===== src/rtl/wishbone_arbiter.sv =====
// wishbone_arbiter: two-master round-robin Wishbone arbiter, grant locked for the whole cyc.
// Define WISHBONE_ARBITER_TIMEOUT_EN to compile in the watchdog (counter, ABORT state, err pulses).
module wishbone_arbiter #(
    parameter int TIMEOUT_CYCLES = 255
) (
    input  logic        clk_i,
    input  logic        rst_i,
    input  logic [31:0] m0_addr_i,
    input  logic [63:0] m0_data_i,
    input  logic        m0_we_i,
    input  logic        m0_cyc_i,
    input  logic        m0_stb_i,
    output logic [63:0] m0_data_o,
    output logic        m0_ack_o,
    output logic        m0_err_o,
    input  logic [31:0] m1_addr_i,
    input  logic [63:0] m1_data_i,
    input  logic        m1_we_i,
    input  logic        m1_cyc_i,
    input  logic        m1_stb_i,
    output logic [63:0] m1_data_o,
    output logic        m1_ack_o,
    output logic        m1_err_o,
    output logic [31:0] s_addr_o,
    output logic [63:0] s_data_o,
    output logic        s_we_o,
    output logic        s_cyc_o,
    output logic        s_stb_o,
    input  logic [63:0] s_data_i,
    input  logic        s_ack_i,
    output logic [1:0]  gnt_o
);
`ifdef WISHBONE_ARBITER_TIMEOUT_EN
    typedef enum logic [1:0] {IDLE, GNT0, GNT1, ABORT} state_t;
    localparam logic [7:0] LIMIT = 8'(TIMEOUT_CYCLES - 1);
    logic [7:0] cnt;
    logic       err0;
    logic       err1;
    assign m0_err_o = err0;
    assign m1_err_o = err1;
`else
    typedef enum logic [1:0] {IDLE, GNT0, GNT1} state_t;
    assign m0_err_o = 1'b0;
    assign m1_err_o = 1'b0;
`endif
    state_t state;
    logic   last;
    logic   own;
    logic   g0;
    logic   g1;
    logic   own_cyc;

    if (TIMEOUT_CYCLES < 1 || TIMEOUT_CYCLES > 255) begin : g_range
        $error("TIMEOUT_CYCLES must be within 1..255");
    end

    assign g0      = state == GNT0;
    assign g1      = state == GNT1;
    assign own_cyc = own ? m1_cyc_i : m0_cyc_i;

    // Slave side is a pure combinational mux of the granted master; idle/abort drive zeros.
    assign s_addr_o  = g0 ? m0_addr_i : g1 ? m1_addr_i : '0;
    assign s_data_o  = g0 ? m0_data_i : g1 ? m1_data_i : '0;
    assign s_we_o    = g0 ? m0_we_i   : g1 ? m1_we_i   : 1'b0;
    assign s_cyc_o   = g0 ? m0_cyc_i  : g1 ? m1_cyc_i  : 1'b0;
    assign s_stb_o   = g0 ? m0_stb_i  : g1 ? m1_stb_i  : 1'b0;
    assign m0_data_o = g0 ? s_data_i : '0;
    assign m1_data_o = g1 ? s_data_i : '0;
    assign m0_ack_o  = g0 & s_ack_i;
    assign m1_ack_o  = g1 & s_ack_i;

    always_ff @(posedge clk_i) begin
        if (rst_i) begin
            state <= IDLE;
            last  <= 1'b1;
            own   <= 1'b0;
            gnt_o <= '0;
`ifdef WISHBONE_ARBITER_TIMEOUT_EN
            cnt   <= '0;
            err0  <= 1'b0;
            err1  <= 1'b0;
`endif
        end else begin
`ifdef WISHBONE_ARBITER_TIMEOUT_EN
            err0 <= 1'b0;
            err1 <= 1'b0;
`endif
            case (state)
                IDLE: begin
`ifdef WISHBONE_ARBITER_TIMEOUT_EN
                    cnt <= '0;
`endif
                    // On a tie the master that was not served last wins.
                    if (m0_cyc_i && (last || !m1_cyc_i)) begin
                        state <= GNT0;
                        own   <= 1'b0;
                        gnt_o <= 2'b01;
                    end else if (m1_cyc_i) begin
                        state <= GNT1;
                        own   <= 1'b1;
                        gnt_o <= 2'b10;
                    end
                end
                default: begin
                    if (!own_cyc) begin
                        state <= IDLE;
                        last  <= own;
                        gnt_o <= '0;
                    end
`ifdef WISHBONE_ARBITER_TIMEOUT_EN
                    else if (state != ABORT) begin
                        if (s_ack_i)
                            cnt <= '0;
                        else if (s_stb_o) begin
                            if (cnt == LIMIT) begin
                                state <= ABORT;
                                gnt_o <= '0;
                                err0  <= !own;
                                err1  <= own;
                                cnt   <= '0;
                            end else
                                cnt <= cnt + 8'd1;
                        end
                    end
`endif
                end
            endcase
        end
    end
endmodule

===== config.mk =====
export PLATFORM = sky130hd
export DESIGN_NAME = wishbone_arbiter
export DESIGN_NICKNAME = d
export VERILOG_FILES = /design/src/rtl/wishbone_arbiter.sv
export SDC_FILE = /design/constraint.sdc
export NUM_CORES = 1
export LEC_CHECK = 0
export CORE_AREA = 2 2 195 197
export DETAILED_ROUTE_END_ITERATION = 8
export DIE_AREA = 0 0 197 199
export GPL_TIMING_DRIVEN = 0
export PLACE_DENSITY = 0.41
export SLEW_MARGIN = 40
export SYNTH_ARGS = -nofsm -noshare
export SYNTH_HDL_FRONTEND = slang
export SYNTH_SLANG_ARGS = --single-unit

===== constraint.sdc =====
create_clock -name clk_i -period 1.96 [get_ports clk_i]
set_input_delay 0.588 -clock clk_i [delete_from_list [all_inputs] [get_ports clk_i]]
set_output_delay 0.588 -clock clk_i [all_outputs]
set_load 0.005 [all_outputs]

==> flow_metrics.tcl, run 1 <==
set metrics [dict create \
    ys_top_cells_by_area "sky130_fd_sc_hd__a22o_1, sky130_fd_sc_hd__and2_1, sky130_fd_sc_hd__buf_6" \
    critical_path.endpoint_type "primary output" \
    synth_simple_gate_area_share_pct 38.49 \
    vias 4468 \
    compound_cell_area_share_of_the_yosys_netlist_pct 40.63 \
    layout.area.seq_um2 87.58 \
    fp.dieH_um 199 \
    hold_path_class "reg2reg" \
    core_area_um2 37130 \
    postSynthRegisterBits 4 \
    most-common-layout-cells "sky130_fd_sc_hd__clkdlybuf4s50_1, sky130_fd_sc_hd__and2_1, sky130_fd_sc_hd__a22o_1, sky130_fd_sc_hd__buf_4, sky130_fd_sc_hd__buf_6" \
    fill_cells 4101 \
    timing.critical_path.max_delay_family "buffers and inverters" \
    nets 1138 \
    slowest_delay_ns 0.51 \
    drt_pre_antenna_iters 4 \
    global_route.overflow_total 0 \
    status "finished with violations" \
    wl_mm 23.43 \
    numCtsBuffers 3 \
    syn_area_per_cell_um2 7.816 \
    cp_slowest_cell "sky130_fd_sc_hd__clkdlybuf4s50_1" \
    vias_per_cell 3.322 \
    yosysWarnings 0 \
    synthDominantCellAreaShare_pct 37.99 \
    yosys.area_share.adder_pct 0 \
    start_kind "register" \
    finalClockSkew_ns 0.0003091 \
    post-route-period-util_pct 127.2 \
    drc 0 \
    detail_route.iter0.violations 115 \
    global_route.usage.total_pct 9.895 \
    ant_nets 0 \
    synth.distinct_cells 25 \
    timing_max_transition_violations_final 0 \
    post-dp-hpwl_mm 18.77 \
    final.min_clock_period_ns 2.492 \
    grt_first_pass_wirelength_mm 28.74 \
    critPathKind "reg2out" \
    floorplan.die.width_um 197 \
    synth_xor_xnor_area_share_pct 0 \
    cts_root_buffer "sky130_fd_sc_hd__clkbuf_16" \
    final_common_cell "sky130_fd_sc_hd__clkdlybuf4s50_1" \
    proportion_of_synthesized_chip_area_in_sequential_cells_pct 3.509 \
    cts.htree.levels 1 \
    failed_checks "negative setup slack" \
    flow.area_growth_from_synthesis_pct 287.4 \
    critical_path_buf_inv_count 5 \
    number_of_hold_violations_in_the_final_report 0 \
    top_level_ports 498 \
    muxShareOfSynthArea_pct 0.4386 \
    synth.cell_area_um2 2282 \
    num_antenna_cells 0 \
    cp_cell_sequence "buf_12, nor2b_4, buf_4, clkbuf_16, buf_8, a22o_1, clkdlybuf4s50_1" \
    gp_congestion 0.8115 \
    critPathMaxFanout 9 \
    grt_setup_unrepaired "true" \
    cts_tree "done" \
    first_global_vias 4092 \
    netlist_instances 292 \
    multi_input_comb_area_um2 1953 \
    initial_utilization_pct 6.146 \
    largest_net_degree_at_the_start_of_global_routing 11 \
    synthDominantAreaCellType "sky130_fd_sc_hd__a22o_1" \
    preCtsSetupSlack_ns -0.8213 \
    setup_viol 229 \
    clk-insertion-delay-late_ns 0.22 \
    design_power_total_mw 2.949 \
    die-area_um2 39200 \
    signal_arrival_time_at_the_worst_endpoint_ns 1.90 \
    layout.cell_area.non_filler_um2 8842 \
    cts-root-to-sink-buffers 2 \
    fmax_mhz 401.2 \
    number_of_max_cap_violations 0 \
    power_density_nw_per_um2 333.5 \
    path_clk_slew_ns 0.03 \
    combinational_family_with_the_most_area_after_synthesis "compound AO/OA/AOI/OAI gates" \
    cts.sinks 4 \
    required_ns 1.37 \
    post-route-worst-setup-slack_ns -0.5322 \
    cts_hold_repair.buffers 0 \
    buffer_ports.inserted 495 \
    row_count 71 \
    dpl-instance-area_um2 7834 \
    cellLeakagePower_nw 4.122 \
    antenna_found_initial 0 \
    worst_ir_drop_on_vdd_v 0.0002159 \
    post_drt_wl_per_cell_um 17.42 \
    drive_above_1_share_pct 32.15 \
]
## metal layers
metal / vias up / track usage (%) / share of wire, %
met3: 2 / 1.356 / 5.4
met1: 2063 / 13.20 / 44
li1: 2220 / - / -
met2: 183 / 17.68 / 50
met4: 0 / 0.5013 / 0.073
met5: - / 0 / 0
## timing repair
action	in CTS	in global routing
setup buffers	3	64
pin swaps	23	25
hold endpoints to repair	0	0
gates resized for setup	151	336
setup endpoints to repair	229	229
cloned	1	14
## per-stage QoR
stage          std cells  util, %  setup TNS [ns]  hold WS (ns)
3_3_place_gp        1262    21.10         -111.17        0.5235
3_5_place_dp        1262    21.10         -114.49        0.5227
4_1_cts             1269    21.58          -98.93        0.5285
6_report            1345    23.81          -71.70        0.5274
5_1_grt             1345    23.81          -88.03        0.5626
2_1_floorplan        293        -               0        0.4848
## cells in the mapped netlist
cell type,count
sky130_fd_sc_hd__nor2b_1,1
sky130_fd_sc_hd__clkbuf_4,1
sky130_fd_sc_hd__dfxtp_1,4
sky130_fd_sc_hd__a21oi_1,1
sky130_fd_sc_hd__o21ba_2,1
sky130_fd_sc_hd__nor3b_1,1
sky130_fd_sc_hd__buf_4,11
sky130_fd_sc_hd__or3_1,1
sky130_fd_sc_hd__clkbuf_2,6
sky130_fd_sc_hd__buf_12,1
sky130_fd_sc_hd__buf_2,2
sky130_fd_sc_hd__or2b_1,1
sky130_fd_sc_hd__a21bo_2,1
sky130_fd_sc_hd__inv_1,4
sky130_fd_sc_hd__buf_8,7
sky130_fd_sc_hd__and2_1,130
sky130_fd_sc_hd__a22o_1,99
sky130_fd_sc_hd__nand2b_1,1
sky130_fd_sc_hd__buf_6,10
sky130_fd_sc_hd__conb_1,1
sky130_fd_sc_hd__nor2b_4,2
sky130_fd_sc_hd__nor2_1,1
sky130_fd_sc_hd__o32ai_1,3
sky130_fd_sc_hd__o221ai_1,1
sky130_fd_sc_hd__mux2i_1,1
## registers in the layout, indices dropped and copies added (netlist names)
signal and count:
own 1, last 1, state 2
## layout make-up
cell class	instances	share of cell area, %
timing repair buffer	576	63.20
multi-input combinational	247	22.09
tap	474	6.707
buffer	37	6.000
sequential	4	0.9905
clock buffer	3	0.8490
inverter	4	0.1698
## worst paths after layout
check | startpoint | to | slack [ns] | cells after the start
max | state[1] | s_data_o[21] | -0.53 | 7
max reg2reg | state[1] | state[0] | 0.66 | 3
min reg2reg | own | own | 0.53 | 2
min | own | own | 0.53 | 2
## power breakdown
part | internal (mW) | switching [mW] | total (mW)
Combinational | 1.68 | 0.845 | 2.53
Sequential | 0.0911 | 0.0125 | 0.104
Clock | 0.260 | 0.0554 | 0.316
## cell families after synthesis
| kind of cell | Yosys count |
|---|---|
| AO/OA/AOI/OAI | 106 |
| AND/OR/NAND/NOR | 138 |
| buffers and inverters | 42 |
| flip-flops | 4 |
| multiplexers | 1 |
| other | 1 |
## worst register-to-register path, stage by stage (launching register included)
cell                      delay (ns)
sky130_fd_sc_hd__dfxtp_4        0.34
sky130_fd_sc_hd__buf_4          0.15
sky130_fd_sc_hd__or3_1          0.42
sky130_fd_sc_hd__o32ai_1        0.28
Note: power is estimated with default switching activity, not from simulation.
==> run 2: changes to the inputs <==
--- a/config.mk
+++ b/config.mk
@@ -5,11 +5,12 @@
 export SDC_FILE = /design/constraint.sdc
 export NUM_CORES = 1
 export LEC_CHECK = 0
-export CORE_AREA = 2 2 195 197
+export CORE_AREA = 2 2 191 193
 export DETAILED_ROUTE_END_ITERATION = 8
-export DIE_AREA = 0 0 197 199
+export DIE_AREA = 0 0 193 195
 export GPL_TIMING_DRIVEN = 0
-export PLACE_DENSITY = 0.41
+export HOLD_SLACK_MARGIN = 0.05
+export PLACE_DENSITY = 0.42
 export SLEW_MARGIN = 40
 export SYNTH_ARGS = -nofsm -noshare
 export SYNTH_HDL_FRONTEND = slang
==> constraint.sdc (replaced) <==
create_clock -name clk_i -period 3.1 [get_ports clk_i]
set_input_delay 0.93 -clock clk_i [delete_from_list [all_inputs] [get_ports clk_i]]
set_output_delay 0.93 -clock clk_i [all_outputs]
set_load 0.005 [all_outputs]
==> run 2 against run 1 <==
- the flow now finishes without violations
- count of clock-buffer cells in the layout unchanged
- clock power down 37%
- die area down 4.0%
- worst setup slack better by 0.57 ns
- worst hold slack better by 0.0016 ns
- flip-flop and latch count unchanged
- via count down 6.3%
- sequential share of layout area up 0.054 points
- register-to-register slack better by 1.3 ns
- routed wire length down 9.4%
- non-clock buffer count down 80
- largest cell class unchanged
- largest power group unchanged
==> flow_metrics.tcl, run 2 (same netlist as run 1, synthesis figures left out) <==
set metrics [dict create \
    status "finished clean" \
    cp_cell_sequence "clkdlybuf4s50_1, and2_1, clkdlybuf4s50_1" \
    ant_nets 0 \
    worst_ir_drop_on_vdd_v 0.0002042 \
    fp.dieH_um 195 \
    vias 4187 \
    design_power_total_mw 1.608 \
    layout.area.seq_um2 82.58 \
    critPathMaxFanout 2 \
    cts.htree.levels 1 \
    num_antenna_cells 0 \
    numCtsBuffers 3 \
    worstRegToRegCells 2 \
    drive_above_1_share_pct 5.942 \
    fill_cells 3908 \
    critPathKind "in2out" \
    start_kind "input port" \
    first_global_vias 4236 \
    cts_hold_repair.buffers 0 \
    dpl-instance-area_um2 7818 \
    top_level_ports 498 \
    most-common-layout-cells "sky130_fd_sc_hd__clkdlybuf4s50_1, sky130_fd_sc_hd__and2_1, sky130_fd_sc_hd__a22o_1, sky130_fd_sc_hd__buf_4, sky130_fd_sc_hd__buf_6" \
    detail_route.iter0.violations 75 \
    global_route.overflow_total 0 \
    required_ns 2.17 \
    slowest_delay_ns 0.54 \
    clk-insertion-delay-late_ns 0.22 \
    signal_arrival_time_at_the_worst_endpoint_ns 2.13 \
    drt_pre_antenna_iters 4 \
    timing_max_transition_violations_final 0 \
    setup_viol 0 \
    cts_root_buffer "sky130_fd_sc_hd__clkbuf_16" \
    drc 0 \
    grt_setup_unrepaired "false" \
    cts-root-to-sink-buffers 2 \
    hold_path_class "reg2reg" \
    buffer_ports.inserted 495 \
    vias_per_cell 3.344 \
    post_drt_wl_per_cell_um 16.96 \
    cellLeakagePower_nw 2.991 \
    layout.cell_area.non_filler_um2 7903 \
    critical_path.endpoint_type "primary output" \
    flow.area_growth_from_synthesis_pct 246.3 \
    cts.sinks 4 \
    post-dp-hpwl_mm 18.54 \
    multi_input_comb_area_um2 1823 \
    floorplan.die.width_um 193 \
    grt_first_pass_wirelength_mm 28.35 \
    fmax_mhz 326.3 \
    antenna_found_initial 1 \
    power_density_nw_per_um2 203.4 \
    wl_mm 21.23 \
    global_route.usage.total_pct 10.06 \
    nets 1058 \
    gp_congestion 0.7791 \
    finalClockSkew_ns 0.001725 \
    registers.top_by_ff_count "state" \
    cts_tree "done" \
    row_count 69 \
    number_of_max_cap_violations 0 \
    largest_net_degree_at_the_start_of_global_routing 11 \
    top_flop_regs "state x2, last x1, own x1" \
    die-area_um2 37640 \
    largest_reg_flops 2 \
    post-route-period-util_pct 98.87 \
    min_delay_path_depth 2 \
    number_of_hold_violations_in_the_final_report 0 \
    path_common_cell "sky130_fd_sc_hd__clkdlybuf4s50_1" \
    final.min_clock_period_ns 3.065 \
    initial_utilization_pct 6.448 \
    path_clk_slew_ns 0.03 \
    final_common_cell "sky130_fd_sc_hd__clkdlybuf4s50_1" \
    core_area_um2 35400 \
    cp_slowest_cell "sky130_fd_sc_hd__clkdlybuf4s50_1" \
]
run 2: cell types whose count changed in the layout (fill, tap and decap cells not counted), sizes merged:
cell / before / now
clkdlybuf4s15: 1 / 0
dlymetal6s2s: 20 / 3
clkbuf: 56 / 9
dlygate4sd2: 1 / 4
clkdlybuf4s50: 361 / 488
buf: 177 / 32
run 2: path summary, 6_finish.rpt:
path | slack, ns | to | start
max | 0.04 | m1_data_o[49] | s_data_i[49]
min | 0.53 | own | own
max reg2reg | 1.94 | state[0] | state[1]
min reg2reg | 0.53 | own | own
run 2: layer usage:
metal | part of all wire [%] | vias to the layer above | GRT usage [%]
met5 | 0.061 | - | 0
met4 | 0.75 | 2 | 0.7856
met3 | 8.9 | 14 | 2.283
met2 | 51 | 226 | 19.18
met1 | 39 | 1877 | 11.73
li1 | - | 2068 | -
run 2: area by class of cell:
| type | count | share of cell area [%] |
|---|---|---|
| inverter | 4 | 0.1900 |
| clock buffer | 3 | 0.9500 |
| tap | 461 | 7.299 |
| multi-input combinational | 247 | 23.07 |
| buffer | 38 | 4.718 |
| sequential | 4 | 1.045 |
| timing repair buffer | 495 | 62.73 |
run 2: critical path, delay by kind of cell:
kind          cells  cell delay (ns)
buf+inv           2             1.06
simple gates      1             0.14
run 2: what timing repair did:
| item | CTS | global route |
|---|---|---|
| buffers inserted | 0 | 0 |
| cloned | 0 | 0 |
| gates resized for setup | 6 | 7 |
| endpoints found under the setup margin | 20 | 17 |
| pin swaps | 0 | 0 |
| hold endpoints to repair | 0 | 0 |
run 2: power breakdown:
| group | internal [mW] | switching (mW) |
|---|---|---|
| logic | 0.899 | 0.443 |
| registers | 0.0579 | 0.00991 |
| clock network | 0.165 | 0.0342 |
| total | 1.12 | 0.487 |
run 2: metrics by stage:
step	setup TNS, ns	utilization, %	instances	setup WS [ns]	hold slack, ns
after global routing	0	22.33	1252	0.001821	0.5561
after global placement	-0.04997	22.09	1249	-0.02076	0.5243
final	0	22.33	1252	0.03517	0.5290
after floorplan	0	-	293	1.043	0.4848
after CTS	0	22.29	1252	0.008924	0.5356
after detailed placement	-0.02296	22.09	1249	-0.01115	0.5306
==> run 3: changes to the inputs <==
--- a/config.mk
+++ b/config.mk
@@ -5,12 +5,14 @@
 export SDC_FILE = /design/constraint.sdc
 export NUM_CORES = 1
 export LEC_CHECK = 0
-export CORE_AREA = 2 2 191 193
+export CORE_AREA = 2 2 192 194
 export DETAILED_ROUTE_END_ITERATION = 8
-export DIE_AREA = 0 0 193 195
+export DIE_AREA = 0 0 194 196
+export DONT_BUFFER_PORTS = 1
 export GPL_TIMING_DRIVEN = 0
 export HOLD_SLACK_MARGIN = 0.05
-export PLACE_DENSITY = 0.42
+export PLACE_DENSITY = 0.3
+export RECOVER_POWER = 50
 export SLEW_MARGIN = 40
 export SYNTH_ARGS = -nofsm -noshare
 export SYNTH_HDL_FRONTEND = slang
==> run 3 against run 2 <==
- global-route usage is 3.6 points lower
- design area fell by 63%
- worst setup slack gained 0.26 ns
- die area rose by 1.0%
- cell count decreased by 38%
- clock power barely moved
- via count is 36% lower
- flip-flop and latch count unchanged
- sequential power fell by 0.6%
- first-iteration DRC count rose by 120%
- largest power group unchanged
- routed wire length is 31% lower
==> flow_metrics.tcl, run 3 (same netlist as run 1, synthesis figures left out) <==
set metrics [dict create \
    cts-root-to-sink-buffers 2 \
    power.share.sequential_pct 8.4 \
    grt_setup_unrepaired "false" \
    global_route.usage.total_pct 6.451 \
    first_global_vias 2276 \
    floorplan.die.width_um 194 \
    fmax_mhz 356.1 \
    wl_mm 14.75 \
    critPathKind "reg2out" \
    post-route-period-util_pct 90.59 \
    timing_max_transition_violations_final 0 \
    gp_congestion 0.9093 \
    largest_reg_flops 2 \
    global_route.overflow_total 0 \
    initial_utilization_pct 6.325 \
    detail_route.iter0.violations 166 \
    path_clk_slew_ns 0.03 \
    p_comb_share_pct 66.6 \
    cts.repair_timing.setup_buffer_count 0 \
    most-common-layout-cells "sky130_fd_sc_hd__a22o_1, sky130_fd_sc_hd__and2_1, sky130_fd_sc_hd__and2_0, sky130_fd_sc_hd__buf_4, sky130_fd_sc_hd__buf_6" \
    required_ns 2.17 \
    cellLeakagePower_nw 1.032 \
    core_area_um2 36080 \
    number_of_hold_violations_in_the_final_report 0 \
    power.switching_mw 0.3516 \
    signal_arrival_time_at_the_worst_endpoint_ns 1.88 \
    top_flop_regs "state x2, last x1, own x1" \
    row_count 70 \
    die-area_um2 38020 \
    vias_per_cell 3.457 \
    status "finished clean" \
    numCtsBuffers 3 \
    cellInternalPower_mw 0.4488 \
    number_of_max_cap_violations 0 \
    layoutNonFillerInstCount 772 \
    final_cell_utilization_of_the_core_pct 8.162 \
    nets 563 \
    fp.dieH_um 196 \
    timing.setup.tns_ns 0 \
    cts_root_buffer "sky130_fd_sc_hd__clkbuf_16" \
    drive_above_1_share_pct 14.53 \
    post-dp-hpwl_mm 12.76 \
    post_drt_wl_per_cell_um 19.11 \
    cts_tree "done" \
    power.share.clock_pct 25.0 \
    numPlacedInstances 761 \
    ant_nets 0 \
    flow.area_growth_from_synthesis_pct 29.06 \
    clk-insertion-delay-late_ns 0.22 \
    buffer_ports.inserted 0 \
    cts_hold_repair.buffers 0 \
    power_density_nw_per_um2 271.8 \
    largest_net_degree_at_the_start_of_global_routing 11 \
    cts.htree.levels 1 \
    cts_repair_resize_count 0 \
    registers.top_by_ff_count "state" \
    switching_share_pct 43.93 \
    design_power_total_mw 0.8004 \
    cts.sinks 4 \
    dpl-instance-area_um2 2872 \
    drc 0 \
    final.min_clock_period_ns 2.808 \
    critical_path.endpoint_type "primary output" \
    final_common_cell "sky130_fd_sc_hd__a22o_1" \
    drt_pre_antenna_iters 4 \
    finalClockSkew_ns 0.001547 \
    top_level_ports 498 \
    fill_cells 4231 \
    critPathMaxFanout 10 \
    start_kind "register" \
    antenna_found_initial 6 \
    grt_first_pass_wirelength_mm 17.80 \
    layout.cell_area.non_filler_um2 2945 \
    setup_viol 0 \
    vias 2669 \
    hold_path_class "reg2reg" \
    worst_ir_drop_on_vdd_v 0.0002273 \
]
[run 3: cell types whose count changed in the layout (fill, tap and decap cells not counted), sizes merged]
cell,change
buf,-3
clkdlybuf4s50,-488
diode,+8
clkbuf,+3
dlymetal6s2s,-3
dlygate4sd2,-4
[run 3: worst paths after layout]
| path | slack, ns | cells after the start | endpoint | startpoint |
|---|---|---|---|---|
| setup reg to reg | 1.88 | 2 | state[0] | state[1] |
| setup / recovery | 0.29 | 4 | m1_data_o[3] | state[1] |
| hold / removal | 0.53 | 2 | own | own |
| hold reg to reg | 0.53 | 2 | own | own |
[run 3: per-layer routing]
layer	vias up	GRT usage [%]	part of all wire (%)
met5	-	0	0.21
met4	6	2.469	2.8
met3	26	3.094	13
met2	260	8.198	42
met1	1306	9.105	42
li1	1071	-	-
[run 3: worst max-delay path, stage by stage (launching register included)]
cell	delay, ns
sky130_fd_sc_hd__dfxtp_1	0.53
sky130_fd_sc_hd__nor2b_1	0.35
sky130_fd_sc_hd__buf_6	0.24
sky130_fd_sc_hd__clkbuf_1	0.31
sky130_fd_sc_hd__and2_0	0.23
[run 3: power by group through the flow]
stage / clock network, mW / logic [mW] / registers [mW]
2_1_floorplan: 0 / 0.412 / 0.0657
3_3_place_gp: 0 / 0.548 / 0.0693
3_5_place_dp: 0 / 0.543 / 0.0689
4_1_cts: 0.203 / 0.545 / 0.0683
5_1_grt: 0.207 / 0.574 / 0.0688
6_report: 0.200 / 0.533 / 0.0674
[run 3: layout make-up]
| class | count | area, um2 | share of cell area (%) |
|---|---|---|---|
| antenna | 8 | 20.02 | 0.6797 |
| tap | 468 | 585.6 | 19.88 |
| multi-input combinational | 247 | 1815 | 61.64 |
| sequential | 4 | 80.08 | 2.719 |
| buffer | 38 | 354.1 | 12.02 |
| clock buffer | 3 | 75.07 | 2.549 |
| inverter | 4 | 15.01 | 0.5098 |
[run 3: stage by stage]
step                      setup WS (ns)  hold WS [ns]
after floorplan                   1.043        0.4848
after global placement           0.5868        0.5242
after detailed placement         0.5825        0.5237
after CTS                        0.3385        0.5281
after global routing             0.1607        0.5605
final                            0.2918        0.5254
